$ cat src/rtl/uart_tx_fifo_pkg.sv
// uart_tx_fifo_pkg
//   Shared definitions for the serial transmit path: drain FSM state
//   encoding, the serial-port address constants used by the MEM stage,
//   and a helper for the occupancy counter width.
package uart_tx_fifo_pkg;

  typedef enum logic [2:0] {
    ST_IDLE      = 3'd0,
    ST_REQ       = 3'd1,
    ST_SETUP     = 3'd2,
    ST_STROBE    = 3'd3,
    ST_HOLD      = 3'd4,
    ST_WAIT_TBRE = 3'd5,
    ST_WAIT_TSRE = 3'd6
  } utx_state_t;

  // Serial-port addresses decoded by the MEM stage.
  localparam logic [15:0] SERIAL_DATA_ADDR  = 16'hBF00;
  localparam logic [15:0] SERIAL_STATE_ADDR = 16'hBF01;
  // Bit of the state word that carries the writeable flag.
  localparam int unsigned SERIAL_WRITEABLE_BIT = 0;

  // Occupancy needs one more bit than the pointers so DEPTH itself fits.
  function automatic int unsigned count_width(input int unsigned depth);
    return $clog2(depth) + 1;
  endfunction

endpackage

$ cat src/rtl/uart_tx_fifo_if.sv
// uart_tx_fifo_if
//   Groups the MEM-stage write port, queue status and the UART chip / ram1
//   bus handshake of uart_tx_fifo.
//   slave  : the transmit queue (samples utxi_*, drives utxo_*)
//   master : the surrounding MEM stage / board (drives utxi_*, samples utxo_*)
interface uart_tx_fifo_if
  import uart_tx_fifo_pkg::*;
#(
  parameter int unsigned DEPTH = 8
) ();

  logic                            utxi_wrn;
  logic [15:0]                     utxi_data;
  logic                            utxo_writeable;
  logic [count_width(DEPTH)-1:0]   utxo_count;
  logic                            utxo_overflow;
  logic                            utxo_bus_req;
  logic                            utxi_bus_busy;
  logic                            utxo_data_oe;
  logic [7:0]                      utxo_uart_data;
  logic                            utxo_uart_wrn;
  logic                            utxi_uart_tbre;
  logic                            utxi_uart_tsre;

  modport slave (
    input  utxi_wrn, utxi_data, utxi_bus_busy, utxi_uart_tbre, utxi_uart_tsre,
    output utxo_writeable, utxo_count, utxo_overflow, utxo_bus_req,
           utxo_data_oe, utxo_uart_data, utxo_uart_wrn
  );

  modport master (
    output utxi_wrn, utxi_data, utxi_bus_busy, utxi_uart_tbre, utxi_uart_tsre,
    input  utxo_writeable, utxo_count, utxo_overflow, utxo_bus_req,
           utxo_data_oe, utxo_uart_data, utxo_uart_wrn
  );

endinterface

$ cat src/rtl/uart_tx_fifo_sync_fifo.sv
// sync_fifo
//   Circular-buffer FIFO with a separate occupancy counter so full and empty
//   are unambiguous. A push while full is accepted only when a pop happens in
//   the same cycle (the pop frees the slot first).
//   clk, rst_n   : clock, synchronous active-low reset
//   push, wdata  : write request and data
//   pop, rdata   : read request; rdata shows the head entry combinationally
//   count        : occupancy 0..DEPTH
//   full, empty  : derived from count
module sync_fifo #(
  parameter int unsigned WIDTH = 8,
  parameter int unsigned DEPTH = 8
) (
  input  logic                     clk,
  input  logic                     rst_n,
  input  logic                     push,
  input  logic [WIDTH-1:0]         wdata,
  input  logic                     pop,
  output logic [WIDTH-1:0]         rdata,
  output logic [$clog2(DEPTH):0]   count,
  output logic                     full,
  output logic                     empty
);

  localparam int unsigned AW = $clog2(DEPTH);

  logic [WIDTH-1:0] mem [DEPTH];
  logic [AW-1:0]    head;
  logic [AW-1:0]    tail;
  logic             do_push;
  logic             do_pop;

  assign full    = (count == (AW+1)'(DEPTH));
  assign empty   = (count == '0);
  assign do_pop  = pop && !empty;
  assign do_push = push && (!full || do_pop);
  assign rdata   = mem[head];

  always_ff @(posedge clk) begin
    if (do_push) begin
      mem[tail] <= wdata;
    end
  end

  always_ff @(posedge clk) begin
    if (!rst_n) begin
      head  <= '0;
      tail  <= '0;
      count <= '0;
    end else begin
      if (do_push) begin
        tail <= tail + 1'b1;
      end
      if (do_pop) begin
        head <= head + 1'b1;
      end
      case ({do_push, do_pop})
        2'b10:   count <= count + 1'b1;
        2'b01:   count <= count - 1'b1;
        default: count <= count;
      endcase
    end
  end

endmodule

$ cat src/rtl/uart_tx_fifo.sv
// uart_tx_fifo
//   Byte-wide transmit queue between the MEM stage and the external UART.
//   MEM-stage writes are edge-detected so a stalled store pushes once; bytes
//   are drained to the UART with the wrn/tbre/tsre handshake after the ram1
//   data bus has been granted.
//   utxi_clk, utxi_rst : clock, synchronous active-low reset
//   utx (slave)        : MEM write port, queue status, bus request/grant,
//                        UART data/strobe/status
module uart_tx_fifo
  import uart_tx_fifo_pkg::*;
#(
  parameter int unsigned DEPTH    = 8,
  parameter int unsigned WR_PULSE = 4
) (
  input  logic          utxi_clk,
  input  logic          utxi_rst,
  uart_tx_fifo_if.slave utx
);

  localparam int unsigned CW = count_width(DEPTH);
  localparam int unsigned PW = (WR_PULSE > 1) ? $clog2(WR_PULSE) : 1;

  logic          wrn_hist;
  logic          push;
  logic          pop;
  logic          fifo_full;
  logic          fifo_empty;
  logic [7:0]    fifo_rdata;
  logic [CW-1:0] fifo_count;
  logic [7:0]    unused_data_hi;

  utx_state_t    state;
  logic [PW-1:0] pulse_cnt;
  logic          overflow;
  logic          bus_req;
  logic          data_oe;
  logic          uart_wrn;
  logic [7:0]    uart_data;

  assign unused_data_hi = utx.utxi_data[15:8];

  // One push per falling edge of the request, however long it stays low.
  assign push = wrn_hist && !utx.utxi_wrn;
  assign pop  = (state == ST_REQ) && !utx.utxi_bus_busy;

  sync_fifo #(
    .WIDTH (8),
    .DEPTH (DEPTH)
  ) u_fifo (
    .clk   (utxi_clk),
    .rst_n (utxi_rst),
    .push  (push),
    .wdata (utx.utxi_data[7:0]),
    .pop   (pop),
    .rdata (fifo_rdata),
    .count (fifo_count),
    .full  (fifo_full),
    .empty (fifo_empty)
  );

  always_ff @(posedge utxi_clk) begin
    if (!utxi_rst) begin
      wrn_hist <= 1'b1;
      overflow <= 1'b0;
    end else begin
      wrn_hist <= utx.utxi_wrn;
      if (push && fifo_full && !pop) begin
        overflow <= 1'b1;
      end
    end
  end

  // Outputs are registered alongside the state, so each is loaded on the
  // transition into the state where it must hold its new value.
  always_ff @(posedge utxi_clk) begin
    if (!utxi_rst) begin
      state     <= ST_IDLE;
      pulse_cnt <= '0;
      bus_req   <= 1'b0;
      data_oe   <= 1'b0;
      uart_wrn  <= 1'b1;
      uart_data <= '0;
    end else begin
      case (state)
        ST_IDLE: begin
          if (!fifo_empty) begin
            state   <= ST_REQ;
            bus_req <= 1'b1;
          end
        end
        ST_REQ: begin
          if (!utx.utxi_bus_busy) begin
            state     <= ST_SETUP;
            uart_data <= fifo_rdata;
            data_oe   <= 1'b1;
          end
        end
        ST_SETUP: begin
          state     <= ST_STROBE;
          uart_wrn  <= 1'b0;
          pulse_cnt <= PW'(WR_PULSE - 1);
        end
        ST_STROBE: begin
          if (pulse_cnt == '0) begin
            state    <= ST_HOLD;
            uart_wrn <= 1'b1;
          end else begin
            pulse_cnt <= pulse_cnt - 1'b1;
          end
        end
        ST_HOLD: begin
          state   <= ST_WAIT_TBRE;
          data_oe <= 1'b0;
          bus_req <= 1'b0;
        end
        ST_WAIT_TBRE: begin
          if (utx.utxi_uart_tbre) begin
            state <= ST_WAIT_TSRE;
          end
        end
        ST_WAIT_TSRE: begin
          if (utx.utxi_uart_tsre) begin
            state <= ST_IDLE;
          end
        end
        default: begin
          state    <= ST_IDLE;
          bus_req  <= 1'b0;
          data_oe  <= 1'b0;
          uart_wrn <= 1'b1;
        end
      endcase
    end
  end

  assign utx.utxo_writeable = !fifo_full;
  assign utx.utxo_count     = fifo_count;
  assign utx.utxo_overflow  = overflow;
  assign utx.utxo_bus_req   = bus_req;
  assign utx.utxo_data_oe   = data_oe;
  assign utx.utxo_uart_data = uart_data;
  assign utx.utxo_uart_wrn  = uart_wrn;

endmodule

$ cat src/flat_wrapper.sv
// flat-port wrapper written by rule: the top's interface ports become plain ports
module uart_tx_fifo_flat import uart_tx_fifo_pkg::*;
#(
  parameter int unsigned DEPTH    = 8,
  parameter int unsigned WR_PULSE = 4
)
  (utxi_clk, utxi_rst, utx_utxi_wrn, utx_utxi_data, utx_utxi_bus_busy, utx_utxi_uart_tbre, utx_utxi_uart_tsre, utx_utxo_writeable, utx_utxo_count, utx_utxo_overflow, utx_utxo_bus_req, utx_utxo_data_oe, utx_utxo_uart_data, utx_utxo_uart_wrn);
  uart_tx_fifo_if #(.DEPTH(DEPTH)) utx_i ();
  input  logic utxi_clk;
  input  logic utxi_rst;
  input wire logic [$bits(utx_i.utxi_wrn)-1:0] utx_utxi_wrn;
  input wire logic [$bits(utx_i.utxi_data)-1:0] utx_utxi_data;
  input wire logic [$bits(utx_i.utxi_bus_busy)-1:0] utx_utxi_bus_busy;
  input wire logic [$bits(utx_i.utxi_uart_tbre)-1:0] utx_utxi_uart_tbre;
  input wire logic [$bits(utx_i.utxi_uart_tsre)-1:0] utx_utxi_uart_tsre;
  output wire logic [$bits(utx_i.utxo_writeable)-1:0] utx_utxo_writeable;
  output wire logic [$bits(utx_i.utxo_count)-1:0] utx_utxo_count;
  output wire logic [$bits(utx_i.utxo_overflow)-1:0] utx_utxo_overflow;
  output wire logic [$bits(utx_i.utxo_bus_req)-1:0] utx_utxo_bus_req;
  output wire logic [$bits(utx_i.utxo_data_oe)-1:0] utx_utxo_data_oe;
  output wire logic [$bits(utx_i.utxo_uart_data)-1:0] utx_utxo_uart_data;
  output wire logic [$bits(utx_i.utxo_uart_wrn)-1:0] utx_utxo_uart_wrn;
  assign utx_i.utxi_wrn = utx_utxi_wrn;
  assign utx_i.utxi_data = utx_utxi_data;
  assign utx_i.utxi_bus_busy = utx_utxi_bus_busy;
  assign utx_i.utxi_uart_tbre = utx_utxi_uart_tbre;
  assign utx_i.utxi_uart_tsre = utx_utxi_uart_tsre;
  assign utx_utxo_writeable = utx_i.utxo_writeable;
  assign utx_utxo_count = utx_i.utxo_count;
  assign utx_utxo_overflow = utx_i.utxo_overflow;
  assign utx_utxo_bus_req = utx_i.utxo_bus_req;
  assign utx_utxo_data_oe = utx_i.utxo_data_oe;
  assign utx_utxo_uart_data = utx_i.utxo_uart_data;
  assign utx_utxo_uart_wrn = utx_i.utxo_uart_wrn;
  uart_tx_fifo #(.DEPTH(DEPTH), .WR_PULSE(WR_PULSE)) u_core (.utxi_clk(utxi_clk), .utxi_rst(utxi_rst), .utx(utx_i));
endmodule
$ cat config.mk
export PLATFORM = sky130hd
export DESIGN_NAME = uart_tx_fifo_flat
export DESIGN_NICKNAME = d
export VERILOG_FILES = /design/src/rtl/uart_tx_fifo_pkg.sv /design/src/rtl/uart_tx_fifo_if.sv /design/src/rtl/uart_tx_fifo_sync_fifo.sv /design/src/rtl/uart_tx_fifo.sv /design/src/flat_wrapper.sv
export SDC_FILE = /design/constraint.sdc
export NUM_CORES = 1
export LEC_CHECK = 0
export BUFFER_PORTS_ARGS = -buffer_cell sky130_fd_sc_hd__buf_2
export CAP_MARGIN = 20
export CORE_AREA = 4 4 91 93
export DETAILED_ROUTE_END_ITERATION = 7
export DIE_AREA = 0 0 95 97
export PLACE_DENSITY = 0.74
export SYNTH_ARGS = -nofsm -noshare
export SYNTH_HDL_FRONTEND = slang
export SYNTH_HIERARCHICAL = 1
export SYNTH_SLANG_ARGS = --single-unit
$ cat constraint.sdc
create_clock -name utxi_clk -period 5 [get_ports utxi_clk]
set_input_delay 0.5 -clock utxi_clk [delete_from_list [all_inputs] [get_ports utxi_clk]]
set_output_delay 0.5 -clock utxi_clk [all_outputs]
set_load 0.005 [all_outputs]
Word level (Yosys, flattened, before mapping)

Memory sizes are Yosys's and may differ from the RTL's. A register that Yosys moved wholly into a read port is not among the register bits.
Index checks and enable logic that the tools add are counted.

Bitwise gates (word level): 4
Magnitude comparators: 0
Divide/modulo/power cells: 0
Equal/unequal tests: 15
Reductions and logical operators: 27
Add/subtract/negate cells: 5
Shift-type cells: 0
Multiply operators: 0
Mux-type cells: 17

Operators with widths:

| cell                                                                | number |
|---|---|
| 3-bit case mux with 7 select lines                                  | 1 |
| 3-bit 2-to-1 mux                                                    | 5 |
| 5-bit OR reduction                                                  | 3 |
| 2-bit != test (second input constant)                               | 5 |
| 2-bit AND reduction                                                 | 5 |
| 3-bit == test (second input constant)                               | 3 |
| 4-bit case mux with 2 select lines                                  | 1 |
| 3-bit by 1-bit adder with 3-bit output (second input constant)      | 2 |
| 3-bit by 2-bit == test with 1-bit output (second input constant)    | 2 |
| 1-bit logical AND                                                   | 6 |
| 1-bit logical NOT                                                   | 6 |
| 1-bit 2-to-1 mux                                                    | 5 |
| 5-bit AND reduction                                                 | 1 |
| 4-bit by 1-bit adder with 4-bit output (second input constant)      | 1 |
| 4-bit == test (second input constant)                               | 1 |
| 4-bit logical NOT                                                   | 1 |
| 1-bit inverter                                                      | 4 |
| 1-bit case mux with 2 select lines                                  | 2 |
| 2-bit case mux with 2 select lines                                  | 1 |
| 2-bit nonzero test                                                  | 2 |
| 4-bit by 1-bit subtractor with 4-bit output (second input constant) | 1 |
| 3-bit by 1-bit == test with 1-bit output (second input constant)    | 1 |
| 3-bit logical NOT                                                   | 1 |
| 1-bit case mux with 3 select lines                                  | 1 |
| other kinds (7)                                                     | 7 |

Logic and storage cells: 79
Flip-flop bits (word level): 20
RAM bits: 64
ROM bits: 0
Output and inout bits: 17
Memories: 1
Bits in latches: 0

Memories:

| memory            | depth | bits a word | rd ports | clocked after Yosys merged registers in | write ports | line                         | source |
|---|---|---|---|---|---|---|---|
| u_core.u_fifo.mem | 8     | 8           | 1        | 1                                       | 1           | uart_tx_fifo_sync_fifo.sv:27 | `logic [WIDTH-1:0] mem [DEPTH];` |

Logic depth before layout (Yosys ltp)

Depth after elaboration: 7
Depth in mapped cells: 12
Mapped depth without buffers: 10

By module

Netlist, hierarchy kept.

Modules (own cells, without submodules):

| module       | cells an instance | instances | area each (um^2) |
|---|---|---|---|
| sync_fifo    | 180               | 1         | 3,171.8 |
| uart_tx_fifo | 98                | 1         | 809.5 |

Worst setup path after synthesis

No wires, ideal clock.

Path type: input -> register
From: input port utx_utxi_bus_busy
To: memory u_core.u_fifo.mem[0][0] (enable)
Data required time: 4.605 ns
Cell stages on the path: 7
Buffers on the path: 2
Setup slack: 1.966 ns
Arrival time: 2.639 ns
Cell sequence: or4b_1 buf_6 clkinv_8 clkbuf_1 nand2b_1 o21ai_4 nor4_1

Word-level cells in the longest chain between the ends: 7

Ends and longest elaborated chain:

| item                                   | line                         | source |
|---|---|---|
| start, declared                        | flat_wrapper.sv:13           | `input wire logic [$bits(utx_i.utxi_bus_busy)-1:0] utx_utxi_bus_busy;` |
| 1-bit logical NOT                      | uart_tx_fifo.sv:44           | `assign pop = (state == ST_REQ) && !utx.utxi_bus_busy;` |
| 1-bit logical AND                      | uart_tx_fifo.sv:44           |  |
| via u_core.pop                         | uart_tx_fifo.sv:25           | `logic pop;` |
| 1-bit logical AND                      | uart_tx_fifo_sync_fifo.sv:35 | `assign do_pop = pop && !empty;` |
| 1-bit logical OR                       | uart_tx_fifo_sync_fifo.sv:36 | `assign do_push = push && (!full \|\| do_pop);` |
| 1-bit logical AND                      | uart_tx_fifo_sync_fifo.sv:36 |  |
| 1-bit 2-to-1 mux                       | uart_tx_fifo_sync_fifo.sv:40 | `if (do_push) begin` |
| 1-bit 2-to-1 mux (not written as such) | uart_tx_fifo_sync_fifo.sv:41 | `mem[tail] <= wdata;` |
| end, declared                          | uart_tx_fifo_sync_fifo.sv:27 |  |

The timed path passes the listed nets, and every way through them passes these cells.

Worst setup path in the final report

From: register u_core.state[0]
To: memory u_core.u_fifo.mem[3][1] (enable)

Word-level cells in the longest chain between the ends: 7

Ends and longest elaborated chain:

| item                                     | line                         | source |
|---|---|---|
| start, declared                          | uart_tx_fifo.sv:32           | `utx_state_t state;` |
| start signal, assigned                   | uart_tx_fifo.sv:77           | `state <= ST_IDLE;` |
| start signal, assigned                   | uart_tx_fifo.sv:87           | `state <= ST_REQ;` |
| start signal, assigned                   | uart_tx_fifo.sv:93           | `state <= ST_SETUP;` |
| 3-bit by 1-bit == test with 1-bit output | uart_tx_fifo.sv:44           |  |
| 1-bit logical AND                        | uart_tx_fifo.sv:44           |  |
| via u_core.pop                           | uart_tx_fifo.sv:25           |  |
| 1-bit logical AND                        | uart_tx_fifo_sync_fifo.sv:35 |  |
| 1-bit logical OR                         | uart_tx_fifo_sync_fifo.sv:36 |  |
| 1-bit logical AND                        | uart_tx_fifo_sync_fifo.sv:36 |  |
| 1-bit 2-to-1 mux                         | uart_tx_fifo_sync_fifo.sv:40 |  |
| 1-bit 2-to-1 mux (not written as such)   | uart_tx_fifo_sync_fifo.sv:41 |  |

The timed path passes the listed nets, and every way through them passes these cells.

==> reports/qor.txt <==
Post-synth EDFFs = 64
N_diodes = 0
Slew HR = 0.3875
Critical Path AT = 3.14 ns
Outcome = completed
Kind of cell adding the most delay to the critical path = simple AND/OR/NAND/NOR gates
Vias = 2258
Num CTS Buffers = 9
Met2 global-route usage = 0.2560
Post-synth cell types = 52
Critical path capture point type = flop
Power Internal = 1257 uW
Clock Tree Root = clkbuf_8
CP max FO = 17
Synthesized area = 3981 um^2
Pleak = 0.001522 uW
Required time worst endpoint = 4.96 ns
Sum of negative setup slack = 0 ns
Largest area contributor in the netlist = edfxtp_1
Comb pwr share = 0.185
Die area = 9215 um^2
Placer Congestion = 0.8138
Mapped Cells = 278
Flip-flop and latch area = 2542 um^2
Sum of buffers and inverters on the critical path = 1
Proportion of layout cells with a drive suffix above 1 = 0.2540
Tot GR Track Use = 0.1666
Multi-input gate area = 1303 um^2
Crit-path slowest cell = nor2_1
Max Clock Freq = 314.7 MHz
Initial antenna violation count = 0
Yosys top cell area share = 0.4827
Global route overflow = 0
DR WL/cell = 16.56 um
DRC violations left = 0
CORE AREA = 7527 um^2
Finished Layout Cells = 417
Final HPWL DP = 4.582 mm
Final worst-path cycle share = 0.6355
Critical-path cell list = or4b_1 > clkinv_8 > nand2b_1 > o211ai_1 > nor2_1
IO Port Bufs = 30
Iteration-0 DRC Markers = 123
Sequential element share of the synthesized area = 0.6386
Clock Latency Late Sink = 0.34 ns
Ys async rst share = 0
Synth Warn # = 6
Area growth syn-to-layout = 10.84%
CTS H-tree depth = 3
Post-Syn Area per Cell = 14.32 um^2
Row cnt = 32
Drt total wl = 6.906 mm
Critical path class = reg2reg
Starting density of the core = 0.5289
Crit path launch type = flop
Largest net degree at the start of global routing = 18
Main flop type after synthesis = edfxtp_1
Switching power total = 454.5 uW
Sink Count = 95
Crit-path max cell delay = 0.79 ns
Least-Margin Pin Slew = 0.9154 ns
First-pass GRT wire length = 11.69 mm
TritonRoute pass-1 iters = 4
Reg power frac = 0.553
Vias in the first global route = 2280
Sw Ratio = 0.2655
Grt met1 use = 0.2337
Clock power frac = 0.262
Die Ht = 97 um
Minimum clock period = 3.177 ns
DRT antenna net count = 0
Dpl cells = 401
CTS tree = yes
Seq cells post-synth = 95
Max-Cap Viols = 0
Top Usage Layer GRT = met2
RSZ-0062 raised after global routing = no
Final nets = 338
Post-CTS Resized = 0
Final setup vio count = 0
PwrDens = 387.9 nW/um^2
Clk buf depth = 2
Avg Vias per Cell = 5.415
Min-Delay Path Class = in2reg
Clock slew at reported path FFs = 0.08 ns
Die width = 95 um
Max-slew violation total from the final report = 0
Postcts setup bufs = 0
Worst VDD drop = 174.4 uV
Grt met3 use = 0.03110
Fillers = 621
Clk_skew = 0.01133 ns
Synth area leaders = edfxtp_1 48%, dfxtp_1 16%, mux4_2 9.1%, mux2_2 2.3%, nor2_1 1.9%
Final Hold Viols = 0
Hold buffers post-CTS = 0
Syn nets = 306
Top Ports = 39
## worst reg2reg max path, cell delays in order (launching register included)
cell      delay [ns]
dfxtp_1         0.57
or4b_1          0.76
clkinv_8        0.19
nand2b_1        0.29
o211ai_1        0.19
nor2_1          0.79
## power by group through the flow
stage / combinational, uW / sequential, uW / clock, uW
final: 317 / 947 / 448
after floorplan: 259 / 944 / 0
after global placement: 297 / 971 / 0
after CTS: 320 / 948 / 461
after detailed placement: 317 / 966 / 0
after global routing: 357 / 958 / 502
## cell usage in the layout (no fill, tap or decap), types with 3 or more instances in the layout
master	n
nor2_1	20
xor2_1	3
clkbuf_1	3
mux2_2	8
o21ai_0	8
edfxtp_1	64
ha_1	5
dfxtp_1	31
inv_1	8
a21oi_1	13
buf_2	30
and2_1	3
mux4_2	16
nand2_1	19
clkbuf_8	11
nor3_1	5
nand2b_1	6
xnor2_1	4
buf_4	5
nand4_1	4
nand3_1	4
nor2b_1	7
## registers in the layout (all words and copies together) (netlist names), 2 cells and up, named ones only
name	cells
u_core/state	3
u_core/u_fifo/mem	64
u_core/u_fifo/head	3
u_core/u_fifo/tail	3
u_core/u_fifo/count	4
u_core/pulse_cnt	2
u_core/utx.utxo_uart_data	8
## worst paths after layout
kind	slack (ns)	cells past startpoint	to	start
max	1.82	5	u_core/u_fifo/mem[3][1]$_DFFE_PP_	u_core/state[0]$_SDFFE_PN0P_
max reg2reg	1.82	5	u_core/u_fifo/mem[3][1]$_DFFE_PP_	u_core/state[0]$_SDFFE_PN0P_
min	0.36	2	u_core/wrn_hist$_SDFF_PN1_	utx_utxi_wrn
min reg2reg	0.46	2	u_core/utx.utxo_uart_data[3]$_SDFFE_PN0P_	u_core/utx.utxo_uart_data[3]$_SDFFE_PN0P_
## metal layers
layer	vias to the layer above	share of wire
li1	1106	-
met1	1098	0.43
met2	50	0.51
met3	4	0.050
met4	0	0.0075
met5	-	0
## area by class of cell
cell class	instances	share of cell area
clock inverter	1	0.001134
inverter	10	0.01134
timing repair buffer	36	0.04877
clock buffer	15	0.03856
tap	102	0.02892
multi-input combinational	158	0.2952
sequential	95	0.5761
## through the flow
| step | worst slack [ns] | hold slack (ns) | area, um^2 | util | power [uW] |
|---|---|---|---|---|---|
| 2_1_floorplan | 1.966 | 0.4527 | 3981 | - | 1203 |
| 3_3_place_gp | 1.836 | 0.4399 | 4210 | 0.5593 | 1269 |
| 3_5_place_dp | 1.807 | 0.4559 | 4238 | 0.5630 | 1284 |
| 4_1_cts | 1.829 | 0.3331 | 4413 | 0.5863 | 1729 |
| 5_1_grt | 1.666 | 0.3488 | 4413 | 0.5863 | 1818 |
| 6_report | 1.823 | 0.3580 | 4413 | 0.5863 | 1712 |
## cell usage after synthesis, types with 6 or more instances
cell	number
nor2b_1	7
edfxtp_1	64
o21ai_0	8
nand2b_1	6
mux2_2	8
clkbuf_1	7
inv_1	8
mux4_2	16
nor2_1	20
a21oi_1	13
nand2_1	19
dfxtp_1	31
## cells by family after synthesis
| group | after synthesis | share of synthesized area |
|---|---|---|
| muxes | 26 | 0.1182 |
| adders and majority gates | 6 | 0.02074 |
| and+or+nand+nor | 77 | 0.09649 |
| xor gates and xnor gates | 7 | 0.01540 |
| buffers and inverters | 25 | 0.03425 |
| AOI/OAI and AO/OA | 42 | 0.07637 |
| DFF | 95 | 0.6386 |
Note: power is estimated with default switching activity, not from simulation.
